### src/rtl/seu_counter_pkg.sv
// Shared helpers for the SEU counter bank: select-width sizing, saturating
// arithmetic and population count used by the channel and total counters.
package seu_counter_pkg;

    // One extra select code above the channels addresses the total counter.
    function automatic int sel_w(input int nch);
        return ($clog2(nch + 1) < 1) ? 1 : $clog2(nch + 1);
    endfunction

    function automatic int total_sel(input int nch);
        return nch;
    endfunction

    function automatic logic [31:0] sat_max(input int unsigned w);
        return (w >= 32) ? 32'hFFFF_FFFF : ((32'd1 << w) - 32'd1);
    endfunction

    function automatic logic [31:0] sat_add(input logic [31:0] a, input logic [31:0] b,
                                            input int unsigned w);
        logic [32:0] s;
        s = {1'b0, a} + {1'b0, b};
        if (s > {1'b0, sat_max(w)})
            return sat_max(w);
        return s[31:0];
    endfunction

    function automatic logic [31:0] sat_inc(input logic [31:0] a, input int unsigned w);
        return sat_add(a, 32'd1, w);
    endfunction

    function automatic logic [5:0] popcount(input logic [31:0] v);
        logic [5:0] n;
        n = '0;
        for (int i = 0; i < 32; i++)
            n = n + {5'd0, v[i]};
        return n;
    endfunction

endpackage

### src/rtl/seu_counter_bank_if.sv
// Read port of the SEU counter bank: one request in, one registered response out.
interface seu_counter_bank_if import seu_counter_pkg::*; #(
    parameter int NCH  = 4,
    parameter int TOTW = 16
);
    localparam int SELW = sel_w(NCH);

    logic            rd_req;
    logic [SELW-1:0] rd_sel;
    logic            rd_valid;
    logic [TOTW-1:0] rd_data;
    logic            rd_ovf;

    modport master (output rd_req, rd_sel, input rd_valid, rd_data, rd_ovf);
    modport slave  (input rd_req, rd_sel, output rd_valid, rd_data, rd_ovf);
endinterface

### src/rtl/seu_counter_chan.sv
// One error channel: edge/level event detect, saturating counter and sticky
// saturation flag, with bank clear and read-clear that keeps a coincident event.
module seu_counter_chan import seu_counter_pkg::*; #(
    parameter int CNTW      = 8,
    parameter bit EDGE_MODE = 1'b1
) (
    input  logic            clk,
    input  logic            rst,
    input  logic            err,
    input  logic            cnt_en,
    input  logic            clr_all,
    input  logic            rd_clr,
    output logic            evt,
    output logic [CNTW-1:0] cnt,
    output logic            ovf
);
    localparam logic [CNTW-1:0] CNT_MAX = CNTW'(sat_max(CNTW));

    logic            err_q, err_d;
    logic [CNTW-1:0] cnt_q, cnt_d, cnt_inc;
    logic            ovf_q, ovf_d;

    always_comb begin
        // Edge history tracks err even while counting is disabled.
        err_d   = err;
        evt     = cnt_en & (EDGE_MODE ? (err & ~err_q) : err);
        cnt_inc = CNTW'(sat_inc(32'(cnt_q), CNTW));
        cnt_d   = cnt_q;
        ovf_d   = ovf_q;
        if (clr_all) begin
            cnt_d = '0;
            ovf_d = 1'b0;
        end else if (rd_clr) begin
            cnt_d = CNTW'(evt);
            ovf_d = 1'b0;
        end else if (evt) begin
            cnt_d = cnt_inc;
            ovf_d = ovf_q | (cnt_inc == CNT_MAX);
        end
    end

    always_ff @(posedge clk or posedge rst) begin
        if (rst) begin
            err_q <= 1'b0;
            cnt_q <= '0;
            ovf_q <= 1'b0;
        end else begin
            err_q <= err_d;
            cnt_q <= cnt_d;
            ovf_q <= ovf_d;
        end
    end

    assign cnt = cnt_q;
    assign ovf = ovf_q;
endmodule

### src/rtl/seu_counter_bank.sv
// Bank of per-domain TMR error counters plus a saturating total, a sticky
// any-error flag and a one-cycle-latency read port with optional clear-on-read.
module seu_counter_bank import seu_counter_pkg::*; #(
    parameter int NCH           = 4,
    parameter int CNTW          = 8,
    parameter int TOTW          = 16,
    parameter bit EDGE_MODE     = 1'b1,
    parameter bit CLEAR_ON_READ = 1'b1
) (
    input  logic               clk,
    input  logic               rst,
    input  logic [NCH-1:0]     err,
    input  logic [NCH-1:0]     cnt_en,
    input  logic               clr_all,
    seu_counter_bank_if.slave  rd_if,
    output logic               any_err,
    output logic [NCH-1:0]     ovf
);
    localparam int              SELW    = sel_w(NCH);
    localparam logic [SELW-1:0] TOT_SEL = SELW'(total_sel(NCH));
    localparam logic [TOTW-1:0] TOT_MAX = TOTW'(sat_max(TOTW));

    logic [NCH-1:0]  evt;
    logic [NCH-1:0]  rd_clr;
    logic [CNTW-1:0] cnt [NCH];
    logic [5:0]      n_evt;
    logic            tot_clr;
    logic [TOTW-1:0] tot_base, tot_sum;

    logic [TOTW-1:0] total_q, total_d;
    logic            tovf_q, tovf_d;
    logic            any_err_q, any_err_d;
    logic            rd_valid_q, rd_valid_d;
    logic [TOTW-1:0] rd_data_q, rd_data_d, sel_data;
    logic            rd_ovf_q, rd_ovf_d, sel_ovf;

    for (genvar g = 0; g < NCH; g++) begin : g_chan
        seu_counter_chan #(
            .CNTW      (CNTW),
            .EDGE_MODE (EDGE_MODE)
        ) u_chan (
            .clk     (clk),
            .rst     (rst),
            .err     (err[g]),
            .cnt_en  (cnt_en[g]),
            .clr_all (clr_all),
            .rd_clr  (rd_clr[g]),
            .evt     (evt[g]),
            .cnt     (cnt[g]),
            .ovf     (ovf[g])
        );
    end

    always_comb begin
        for (int i = 0; i < NCH; i++)
            rd_clr[i] = CLEAR_ON_READ && rd_if.rd_req && (rd_if.rd_sel == SELW'(i));
        tot_clr = CLEAR_ON_READ && rd_if.rd_req && (rd_if.rd_sel == TOT_SEL);

        // Total counts every qualified event, even on channels already saturated.
        n_evt    = popcount(32'(evt));
        tot_base = tot_clr ? '0 : total_q;
        tot_sum  = TOTW'(sat_add(32'(tot_base), 32'(n_evt), TOTW));
        total_d  = total_q;
        tovf_d   = tovf_q;
        if (clr_all) begin
            total_d = '0;
            tovf_d  = 1'b0;
        end else if (tot_clr) begin
            total_d = tot_sum;
            tovf_d  = (n_evt != 6'd0) && (tot_sum == TOT_MAX);
        end else if (n_evt != 6'd0) begin
            total_d = tot_sum;
            tovf_d  = tovf_q | (tot_sum == TOT_MAX);
        end
        any_err_d = clr_all ? 1'b0 : (any_err_q | (|evt));

        // Out-of-range selects return zero without clearing anything.
        sel_data = '0;
        sel_ovf  = 1'b0;
        for (int i = 0; i < NCH; i++) begin
            if (rd_if.rd_sel == SELW'(i)) begin
                sel_data = TOTW'(cnt[i]);
                sel_ovf  = ovf[i];
            end
        end
        if (rd_if.rd_sel == TOT_SEL) begin
            sel_data = total_q;
            sel_ovf  = tovf_q;
        end
        rd_valid_d = rd_if.rd_req;
        rd_data_d  = rd_if.rd_req ? sel_data : rd_data_q;
        rd_ovf_d   = rd_if.rd_req ? sel_ovf  : rd_ovf_q;
    end

    always_ff @(posedge clk or posedge rst) begin
        if (rst) begin
            total_q    <= '0;
            tovf_q     <= 1'b0;
            any_err_q  <= 1'b0;
            rd_valid_q <= 1'b0;
            rd_data_q  <= '0;
            rd_ovf_q   <= 1'b0;
        end else begin
            total_q    <= total_d;
            tovf_q     <= tovf_d;
            any_err_q  <= any_err_d;
            rd_valid_q <= rd_valid_d;
            rd_data_q  <= rd_data_d;
            rd_ovf_q   <= rd_ovf_d;
        end
    end

    assign any_err        = any_err_q;
    assign rd_if.rd_valid = rd_valid_q;
    assign rd_if.rd_data  = rd_data_q;
    assign rd_if.rd_ovf   = rd_ovf_q;
endmodule
### src/flat_wrapper.sv
// flat-port wrapper written by rule: the top's interface ports become plain ports
module seu_counter_bank_flat import seu_counter_pkg::*;
#(
    parameter int NCH           = 4,
    parameter int CNTW          = 8,
    parameter int TOTW          = 16,
    parameter bit EDGE_MODE     = 1'b1,
    parameter bit CLEAR_ON_READ = 1'b1
)
  (clk, rst, err, cnt_en, clr_all, any_err, ovf, rd_if_rd_req, rd_if_rd_sel, rd_if_rd_valid, rd_if_rd_data, rd_if_rd_ovf);
  seu_counter_bank_if #(.NCH(NCH), .TOTW(TOTW)) rd_if_i ();
  input  logic clk;
  input  logic rst;
  input  logic [NCH-1:0] err;
  input  logic [NCH-1:0] cnt_en;
  input  logic clr_all;
  output logic any_err;
  output logic [NCH-1:0] ovf;
  input wire logic [$bits(rd_if_i.rd_req)-1:0] rd_if_rd_req;
  input wire logic [$bits(rd_if_i.rd_sel)-1:0] rd_if_rd_sel;
  output wire logic [$bits(rd_if_i.rd_valid)-1:0] rd_if_rd_valid;
  output wire logic [$bits(rd_if_i.rd_data)-1:0] rd_if_rd_data;
  output wire logic [$bits(rd_if_i.rd_ovf)-1:0] rd_if_rd_ovf;
  assign rd_if_i.rd_req = rd_if_rd_req;
  assign rd_if_i.rd_sel = rd_if_rd_sel;
  assign rd_if_rd_valid = rd_if_i.rd_valid;
  assign rd_if_rd_data = rd_if_i.rd_data;
  assign rd_if_rd_ovf = rd_if_i.rd_ovf;
  seu_counter_bank #(.NCH(NCH), .CNTW(CNTW), .TOTW(TOTW), .EDGE_MODE(EDGE_MODE), .CLEAR_ON_READ(CLEAR_ON_READ)) u_core (.clk(clk), .rst(rst), .err(err), .cnt_en(cnt_en), .clr_all(clr_all), .rd_if(rd_if_i), .any_err(any_err), .ovf(ovf));
endmodule
### config.mk
export PLATFORM = sky130hd
export DESIGN_NAME = seu_counter_bank_flat
export DESIGN_NICKNAME = d
export VERILOG_FILES = /design/src/rtl/seu_counter_pkg.sv /design/src/rtl/seu_counter_bank_if.sv /design/src/rtl/seu_counter_chan.sv /design/src/rtl/seu_counter_bank.sv /design/src/flat_wrapper.sv
export SDC_FILE = /design/constraint.sdc
export NUM_CORES = 1
export LEC_CHECK = 0
export ABC_AREA = 0
export ABC_CLOCK_PERIOD_IN_PS = 5300
export CORE_MARGIN = 8
export CORE_UTILIZATION = 35
export DETAILED_ROUTE_END_ITERATION = 8
export PLACE_DENSITY = 0.61
export SYNTH_ARGS = -nofsm -noshare
export SYNTH_HDL_FRONTEND = slang
export SYNTH_SLANG_ARGS = --single-unit
export TNS_END_PERCENT = 20
### constraint.sdc
create_clock -name clk -period 5.3 [get_ports clk]
set_input_delay 1.06 -clock clk [delete_from_list [all_inputs] [get_ports clk]]
set_output_delay 1.06 -clock clk [all_outputs]
set_load 0.005 [all_outputs]
; ---- Word level (Yosys, flattened, before mapping)
; Cells that the tools add are included.
[totals]
reg_bits = 76
input_bits = 15
word_cells = 129
output_inout_bits = 23
[classes]
n_lt_le_gt_ge = 5
bitwise = 18
muxes = 57
n_eq_ne = 9
reduce_logical = 14
n_addsub = 8
[op_table]
columns = cell, count
row1 = $mux W8, 24
row2 = $mux W16, 7
row3 = $add A8 B1 Y9 const B, 4
row4 = $gt A9 B8 Y1 const B, 4
row5 = $eq A8 B8 Y1 const B, 4
row6 = $mux W1, 26
row7 = $add A16 B6 Y17, 1
row8 = $gt A17 B16 Y1 const B, 1
row9 = $eq A16 B16 Y1 const B, 1
row10 = $reduce_bool A3 Y1, 5
row11 = $add A6 B1 Y6, 2
row12 = $and A1 B1 Y1, 8
row13 = $eq A3 B2 Y1 const B, 2
row14 = $logic_and A1 B1 Y1, 6
row15 = $or A1 B1 Y1, 6
row16 = $reduce_bool A6 Y1, 1
row17 = $not A1 Y1, 4
row18 = $reduce_or A4 Y1, 1
row19 = $eq A3 B1 Y1 const B, 1
row20 = $eq A3 B3 Y1 const B, 1
row21 = $logic_not A3 Y1, 1
row22 = $add A1 B1 Y2, 1

; ---- Depth between registers and ports, before layout
; Gate-level depths: netlist (run 1).
[depth]
depth_word = 15
depth_mapped = 18
depth_no_buf = 17

; ---- Hierarchy
; Synthesis (run 1) repeated with hierarchy kept, for this count alone.
[unflattened]
cells_unflattened = 554
area_unflattened_um2 = 5255.0
[by_module_without_submodules]
columns = module, seq_area_each_um2, area_per_inst_um2, instances, cells_per_inst
row1 = seu_counter_chan, 250.2, 675.6, 4, 68
row2 = seu_counter_bank, 900.9, 2552.4, 1, 282

; ---- Worst setup path after synthesis (run 1)
; OpenSTA, ideal clock, no wires.
[synth_path]
path_type = in2reg
startpoint = input cnt_en[0]
endpoint = register u_core.tovf_q
t_arrival_ps = 4587
path_slack_ps = 593
path_stages = 18
path_buffers = 1
setup_time_ps = 120
path_cell_list = nand2_1 or2_2 clkbuf_1 clkinv_1 ha_1 inv_1 fa_1 inv_1 ha_1 inv_1 fa_1 nor2b_1 o221ai_2 or4_1 nor3_1 a21oi_1 and4_1 a31o_1
[synth_via]
elab_chain_len = 13
[synth_lines]
columns = element, line
row1 = start: declaration, flat_wrapper.sv:15  ; input logic [NCH-1:0] cnt_en;
row2 = $and A1 B1 Y1 *, seu_counter_chan.sv:26  ; evt = cnt_en & (EDGE_MODE ? (err & ~err_q) : err);
row3 = $add A1 B1 Y2 *, seu_counter_pkg.sv:35  ; n = n + {5'd0, v[i]};
row4 = $add A6 B1 Y6 * (2 in a row), seu_counter_pkg.sv:35
row5 = $add A16 B6 Y17, seu_counter_pkg.sv:21  ; s = {1'b0, a} + {1'b0, b};
row6 = $gt A17 B16 Y1, seu_counter_pkg.sv:22  ; if (s > {1'b0, sat_max(w)})
row7 = $mux W1, seu_counter_pkg.sv:22
row8 = $mux W16, seu_counter_pkg.sv:24  ; return s[31:0];
row9 = $eq A16 B16 Y1, "seu_counter_bank.sv:70, seu_counter_bank.sv:73"
row10 = $or A1 B1 Y1, seu_counter_bank.sv:73  ; tovf_d = tovf_q | (tot_sum == TOT_MAX);
row11 = $mux W1, seu_counter_bank.sv:71  ; end else if (n_evt != 6'd0) begin
row12 = $mux W1, seu_counter_bank.sv:68  ; end else if (tot_clr) begin
row13 = $mux W1, seu_counter_bank.sv:65  ; if (clr_all) begin
row14 = end signal: assignment, seu_counter_bank.sv:105  ; tovf_q <= tovf_d;
row15 = end: declaration, seu_counter_bank.sv:31  ; logic tovf_q, tovf_d;
; Mark *: on every way between the ends. The rest lies on a longest branch, timed or not. The select of a mux whose other input is x is not followed.
; A chain may end at the register's enable or synchronous reset.

; ---- Worst setup path in the final report (run 1)
[layout_path]
startpoint = input err[0]
endpoint = register u_core.tovf_q
[layout_via]
elab_chain_len = 14
[layout_lines]
columns = element, line
row1 = start: declaration, flat_wrapper.sv:14  ; input logic [NCH-1:0] err;
row2 = $and A1 B1 Y1 * (2 in a row), seu_counter_chan.sv:26
row3 = $add A1 B1 Y2 *, seu_counter_pkg.sv:35
row4 = $add A6 B1 Y6 * (2 in a row), seu_counter_pkg.sv:35
row5 = $add A16 B6 Y17, seu_counter_pkg.sv:21
row6 = $gt A17 B16 Y1, seu_counter_pkg.sv:22
row7 = $mux W1, seu_counter_pkg.sv:22
row8 = $mux W16, seu_counter_pkg.sv:24
row9 = $eq A16 B16 Y1, "seu_counter_bank.sv:70, seu_counter_bank.sv:73"
row10 = $or A1 B1 Y1, seu_counter_bank.sv:73
row11 = $mux W1, seu_counter_bank.sv:71
row12 = $mux W1, seu_counter_bank.sv:68
row13 = $mux W1, seu_counter_bank.sv:65
; Marks and branches as above.

==> impl_metrics.json, run 1 <==
{
  "status": "completed",
  "end_kind": "flip-flop",
  "p_sw_share_pct": 25.9,
  "nets": 623,
  "max-clock-path-buffers": 2,
  "setup_viol": 0,
  "place_area_um2": 5500,
  "drv_slew": 0,
  "critPathMaxStageDelay_ps": 570,
  "clkSlewWorstSetupHoldPaths_ps": 60,
  "clock_skew_ps": 8.16,
  "core-area_um2": 13800,
  "wl_per_cell_um": 17.4,
  "total_power_uw": 1450,
  "synthCells": 561,
  "hold_viol": 0,
  "slowest_stage": "or4_1",
  "io-pin-count": 38,
  "ant_nets": 0,
  "worst_pin_slew_ps": 974,
  "max_clock_freq_ghz": 0.205,
  "p_int_uw": 1080,
  "gp_congestion": 0.909,
  "multi_input_area_um2": 2790,
  "crit_arrival_ps": 5100,
  "antenna_found_initial": 0,
  "synth_area_per_cell_um2": 8.81,
  "power_frac_seq_pct": 42.4,
  "hpwl_mm": 9.75,
  "cts_made_buffers": 9,
  "setup_tns_ps": 0,
  "clk_latency_ps": 340,
  "powerDensity_nw_per_um2": 250,
  "crit_buf_inv": 5,
  "clkPwrFrac_pct": 46.2,
  "async_flop_share_pct": 100,
  "drc": 0,
  "drive_gt1_share_pct": 7.87,
  "num_rows": 43,
  "layout_commonest_cell": "dfrtp_1",
  "crit_fanout": 4,
  "syn_nets": 592,
  "switching_power_uw": 377,
  "fp.dieW_um": 135,
  "area_delta_synth_final_pct": 17.9,
  "fillCellCount": 1345,
  "drv_cap": 0,
  "path_class": "in -> reg",
  "dieArea_um2": 18200,
  "combPwrFrac_pct": 11.4,
  "period_minus_slack_ps": 4870,
  "post_cts_resized": 0,
  "slew_headroom_pct": 35.1,
  "overflow": 0,
  "ir_drop_mv": 0.180,
  "synth-edff-count": 0,
  "die_y_um": 135,
  "grt_pass1_vias": 4423,
  "wirelength_mm": 13.5,
  "track_usage_pct": 15.2,
  "diodes": 0,
  "ys_seq_area_share_pct": 38.5,
  "seq_area_um2": 1900,
  "start_util_pct": 35.7,
  "stdcell_area_um2": 5820,
  "htreeDepth": 3,
  "numClockSinks": 76,
  "rsz0062_at_grt": "no",
  "required_ps": 5530,
  "ys.warnings.count": 0,
  "grt_pass1_wl_mm": 22.5,
  "path_common_cell": "inv_1",
  "synth-seq-cells": 76,
  "grt_max_degree": 77,
  "crit_chain": "clkdlybuf4s50_1, nand2_1, or2_2, clkinv_1, ha_1, inv_1, fa_1, inv_1, ha_1, inv_1, fa_1, nor2b_1, o221ai_2, or4_1, nor3_1, a21oi_1, and4_1, a31o_1",
  "post-route-util_pct": 42.1,
  "hold_buffers": 0,
  "via_count": 4509,
  "io_buffer_count": 37,
  "p_leak_uw": 0.00224,
  "crit_path_start_kind": "input pin",
  "hp-class": "reg -> reg",
  "cts_tree": "yes",
  "crit_family": "simple AND/OR/NAND/NOR gates",
  "syn-cell-area_um2": 4940,
  "drt_iter0_markers": 491,
  "yosysUniqueCellTypes": 70,
  "first_pass_iters": 6,
  "mostFrequentLayoutCells": "76 x dfrtp_1, 64 x nor2_1, 58 x nand2_1, 48 x a21oi_1, 37 x clkdlybuf4s50_1",
  "synth-main-ff-cell": "dfrtp_1",
  "period_share_pct": 91.8,
  "cts_root_buf": "clkbuf_16",
  "postCtsSetupBuffers": 0,
  "vias_per_cell": 5.80
}
==> through the flow <==
stage | cells | worst slack [ps] | hold slack (ps)
after floorplan | 561 | 593 | 474
after global placement | 761 | 217 | 462
after detailed placement | 761 | 128 | 472
after CTS | 777 | 472 | 482
after global routing | 777 | 163 | 507
final | 777 | 433 | 474
==> per-layer routing <==
| metal | global-route usage [%] | vias up | share of wire (%) |
|---|---|---|---|
| li1 | - | 2126 | - |
| met1 | 19.8 | 2184 | 45 |
| met2 | 24.1 | 178 | 46 |
| met4 | 5.05 | 0 | 1.7 |
| met5 | 0 | - | 0 |
| met3 | 3.86 | 21 | 7.2 |
==> registers in the layout, indices dropped and copies added, names as in the netlist <==
register                    count
u_core.any_err                  1
u_core.g_chan.u_chan.cnt       32
u_core.rd_if.rd_ovf             1
u_core.tovf_q                   1
u_core.total_q                 16
u_core.g_chan.u_chan.err_q      4
u_core.rd_if.rd_data           16
u_core.g_chan.u_chan.ovf        4
u_core.rd_if.rd_valid           1
==> power by group through the flow <==
stage	Combinational (µW)	Sequential (µW)	Clock, µW
2_1_floorplan	102	621	0
3_3_place_gp	165	626	0
3_5_place_dp	166	628	0
4_1_cts	166	617	688
5_1_grt	185	620	711
6_report	165	617	672
==> logic make-up after synthesis <==
| group | count (synthesis) | share of synthesized area [%] |
|---|---|---|
| AO/OA/AOI/OAI | 163 | 23.7 |
| XOR/XNOR | 13 | 2.30 |
| adder cells (fa/ha/maj) | 16 | 4.36 |
| buffers and inverters | 58 | 5.01 |
| flip-flops | 76 | 38.5 |
| multiplexers | 14 | 3.65 |
| AND/OR/NAND/NOR | 221 | 22.5 |
==> cells in the mapped netlist (all sizes together) (4+ instances only) <==
cell     instances  area [µm²]
dfrtp           76        1900
nor2            64         240
nand2           58         218
a21oi           48         240
inv             25        93.8
clkbuf          19        73.8
nand3           19        95.1
nor3            18        90.1
o21ai           17        85.1
ha              14         175
buf             13        76.3
a211oi          12        90.1
a311oi          12         105
o2bb2ai         10        87.6
and2             9        56.3
mux2i            9        90.1
nand2b           9        56.3
nand4            8        56.3
o221ai           8        76.3
xnor2            8        70.1
a31oi            7        43.8
o21a             7        52.6
a22oi            6        45.0
a221oi           5        43.8
and3             5        31.3
o211ai           5        37.5
xor2             5        43.8
and4             4        35.0
nor2b            4        25.0
o31ai            4        30.0
==> path summary, 6_finish.rpt <==
kind | from | end | slack (ps) | cells past startpoint
setup / recovery | err[0] | u_core.tovf_q | 430 | 18
hold / removal | u_core.rd_if.rd_data[2] | u_core.rd_if.rd_data[2] | 470 | 1
setup reg to reg | u_core.g_chan[0].u_chan.err_q | u_core.tovf_q | 1300 | 16
hold reg to reg | u_core.rd_if.rd_data[2] | u_core.rd_if.rd_data[2] | 470 | 1
max in group asynchronous | rst | u_core.total_q[9] | 3330 | 3
min in group asynchronous | rst | u_core.g_chan[1].u_chan.cnt[7] | 1350 | 3
==> area by class of cell <==
type | instances | area share (%)
multi-input combinational | 427 | 47.9
clock inverter | 7 | 1.70
clock buffer | 9 | 3.87
timing repair buffer | 52 | 8.29
inverter | 26 | 1.70
sequential | 76 | 32.7
tap | 180 | 3.87
Note: power is estimated with default switching activity, not from simulation.
==> run 2, diff against run 1 <==
--- a/config.mk
+++ b/config.mk
@@ -8,9 +8,9 @@
 export ABC_AREA = 0
 export ABC_CLOCK_PERIOD_IN_PS = 5300
 export CORE_MARGIN = 8
-export CORE_UTILIZATION = 35
+export CORE_UTILIZATION = 40
 export DETAILED_ROUTE_END_ITERATION = 8
-export PLACE_DENSITY = 0.61
+export PLACE_DENSITY = 0.67
 export SYNTH_ARGS = -nofsm -noshare
 export SYNTH_HDL_FRONTEND = slang
 export SYNTH_SLANG_ARGS = --single-unit
==> impl_metrics.json, run 2 (synthesis results as in run 1) <==
{
  "crit_family": "simple AND/OR/NAND/NOR gates",
  "clk_latency_ps": 350,
  "overflow": 0,
  "slew_headroom_pct": 45.7,
  "worst_pin_slew_ps": 812,
  "clkSlewWorstSetupHoldPaths_ps": 50,
  "powerDensity_nw_per_um2": 250,
  "num_rows": 40,
  "grt_max_degree": 40,
  "slowest_stage": "or4_1",
  "wl_per_cell_um": 18.0,
  "drive_gt1_share_pct": 7.55,
  "setup_tns_ps": 0,
  "track_usage_pct": 17.5,
  "gp_congestion": 0.939,
  "dieArea_um2": 16200,
  "crit_fanout": 5,
  "required_ps": 5530,
  "place_area_um2": 5490,
  "crit_arrival_ps": 5110,
  "vias_per_cell": 5.86,
  "io_buffer_count": 37,
  "drt-met1-wl_mm": 6.08,
  "drv_slew": 0,
  "core-area_um2": 12100,
  "hpwl_mm": 9.94,
  "io-pin-count": 38,
  "area_delta_synth_final_pct": 17.4,
  "p_leak_uw": 0.00224,
  "route.met3.wl_um": 766,
  "cts_tree": "yes",
  "fillCellCount": 1141,
  "path_common_cell": "inv_1",
  "cts_made_buffers": 9,
  "period_minus_slack_ps": 4880,
  "setup_ws_ps": 424,
  "mostFrequentLayoutCells": "76 x dfrtp_1, 64 x nor2_1, 58 x nand2_1, 48 x a21oi_1, 37 x clkdlybuf4s50_1",
  "numClockSinks": 76,
  "wirelength_mm": 13.8,
  "first_pass_iters": 5,
  "final_cells": 764,
  "hold_buffers": 0,
  "stdcell_area_um2": 5800,
  "end_kind": "flip-flop",
  "largest_register_ffs": 32,
  "dr_wl_met2_mm": 6.66,
  "htreeDepth": 3,
  "clock_skew_ps": 10.3,
  "hold_viol": 0,
  "grt_pass1_wl_mm": 22.8,
  "dpl.cell_count": 749,
  "post_cts_resized": 0,
  "path_class": "in -> reg",
  "rsz0062_at_grt": "no",
  "setup_viol": 0,
  "status": "completed",
  "crit_chain": "clkdlybuf4s50_1, nand2_1, or2_2, clkinv_1, ha_1, inv_1, fa_1, inv_1, ha_1, inv_1, fa_1, nor2b_1, o221ai_2, or4_1, nor3_1, a21oi_1, and4_1, a31o_1",
  "critPathMaxStageDelay_ps": 570,
  "post-route-util_pct": 48.1,
  "max_clock_freq_ghz": 0.205,
  "die_y_um": 127,
  "top_layer": "met4",
  "drt_iter0_markers": 411,
  "drc": 0,
  "max-clock-path-buffers": 2,
  "grt_pass1_vias": 4382,
  "start_util_pct": 41.0,
  "period_share_pct": 92.0,
  "cts_root_buf": "clkbuf_16",
  "nets": 623,
  "antenna_found_initial": 0,
  "drv_cap": 0,
  "fp.dieW_um": 127,
  "ant_nets": 0,
  "via_count": 4479,
  "crit_path_start_kind": "input pin",
  "layout_commonest_cell": "dfrtp_1",
  "place_ws_ps": 80.6,
  "hp-class": "reg -> reg",
  "diodes": 0,
  "ir_drop_mv": 0.291,
  "postCtsSetupBuffers": 0,
  "crit_buf_inv": 5
}
run 2: metal layers:
layer	up-vias	GRT usage, %
met2	147	28.8
li1	2128	-
met4	0	5.95
met3	25	3.66
met1	2179	22.4
met5	-	0
run 2: cell type report:
cell class,count,area (µm²),area share (%)
Multi-Input combinational cell,427,2790,48.1
Timing Repair Buffer,52,483,8.32
Clock inverter,4,73.8,1.27
Sequential cell,76,1900,32.8
Tap cell,168,210,3.62
Inverter,26,98.8,1.70
Clock buffer,11,243,4.18
run 2: final timing paths:
kind | slack [ps] | to | cells past startpoint | from
setup / recovery | 420 | u_core.tovf_q | 18 | err[0]
hold / removal | 480 | u_core.rd_if.rd_data[5] | 1 | u_core.rd_if.rd_data[5]
setup reg to reg | 1280 | u_core.tovf_q | 16 | u_core.g_chan[0].u_chan.err_q
hold reg to reg | 480 | u_core.rd_if.rd_data[5] | 1 | u_core.rd_if.rd_data[5]
max in group asynchronous | 3250 | u_core.g_chan[1].u_chan.ovf | 3 | rst
min in group asynchronous | 1110 | u_core.g_chan[0].u_chan.cnt[6] | 2 | rst
run 2: stage by stage:
stage	hold WS, ps	total power, µW
after global placement	464	789
after floorplan	474	724
final	481	1450
after global routing	499	1500
after detailed placement	475	793
after CTS	488	1460
run 2: where the power goes:
group / total, µW / switching, µW / internal (µW) / leakage [µW]
Sequential: 617 / 19.0 / 598 / 0.00103
Combinational: 166 / 101 / 64.8 / 0.00106
Clock: 666 / 244 / 422 / 0.000156
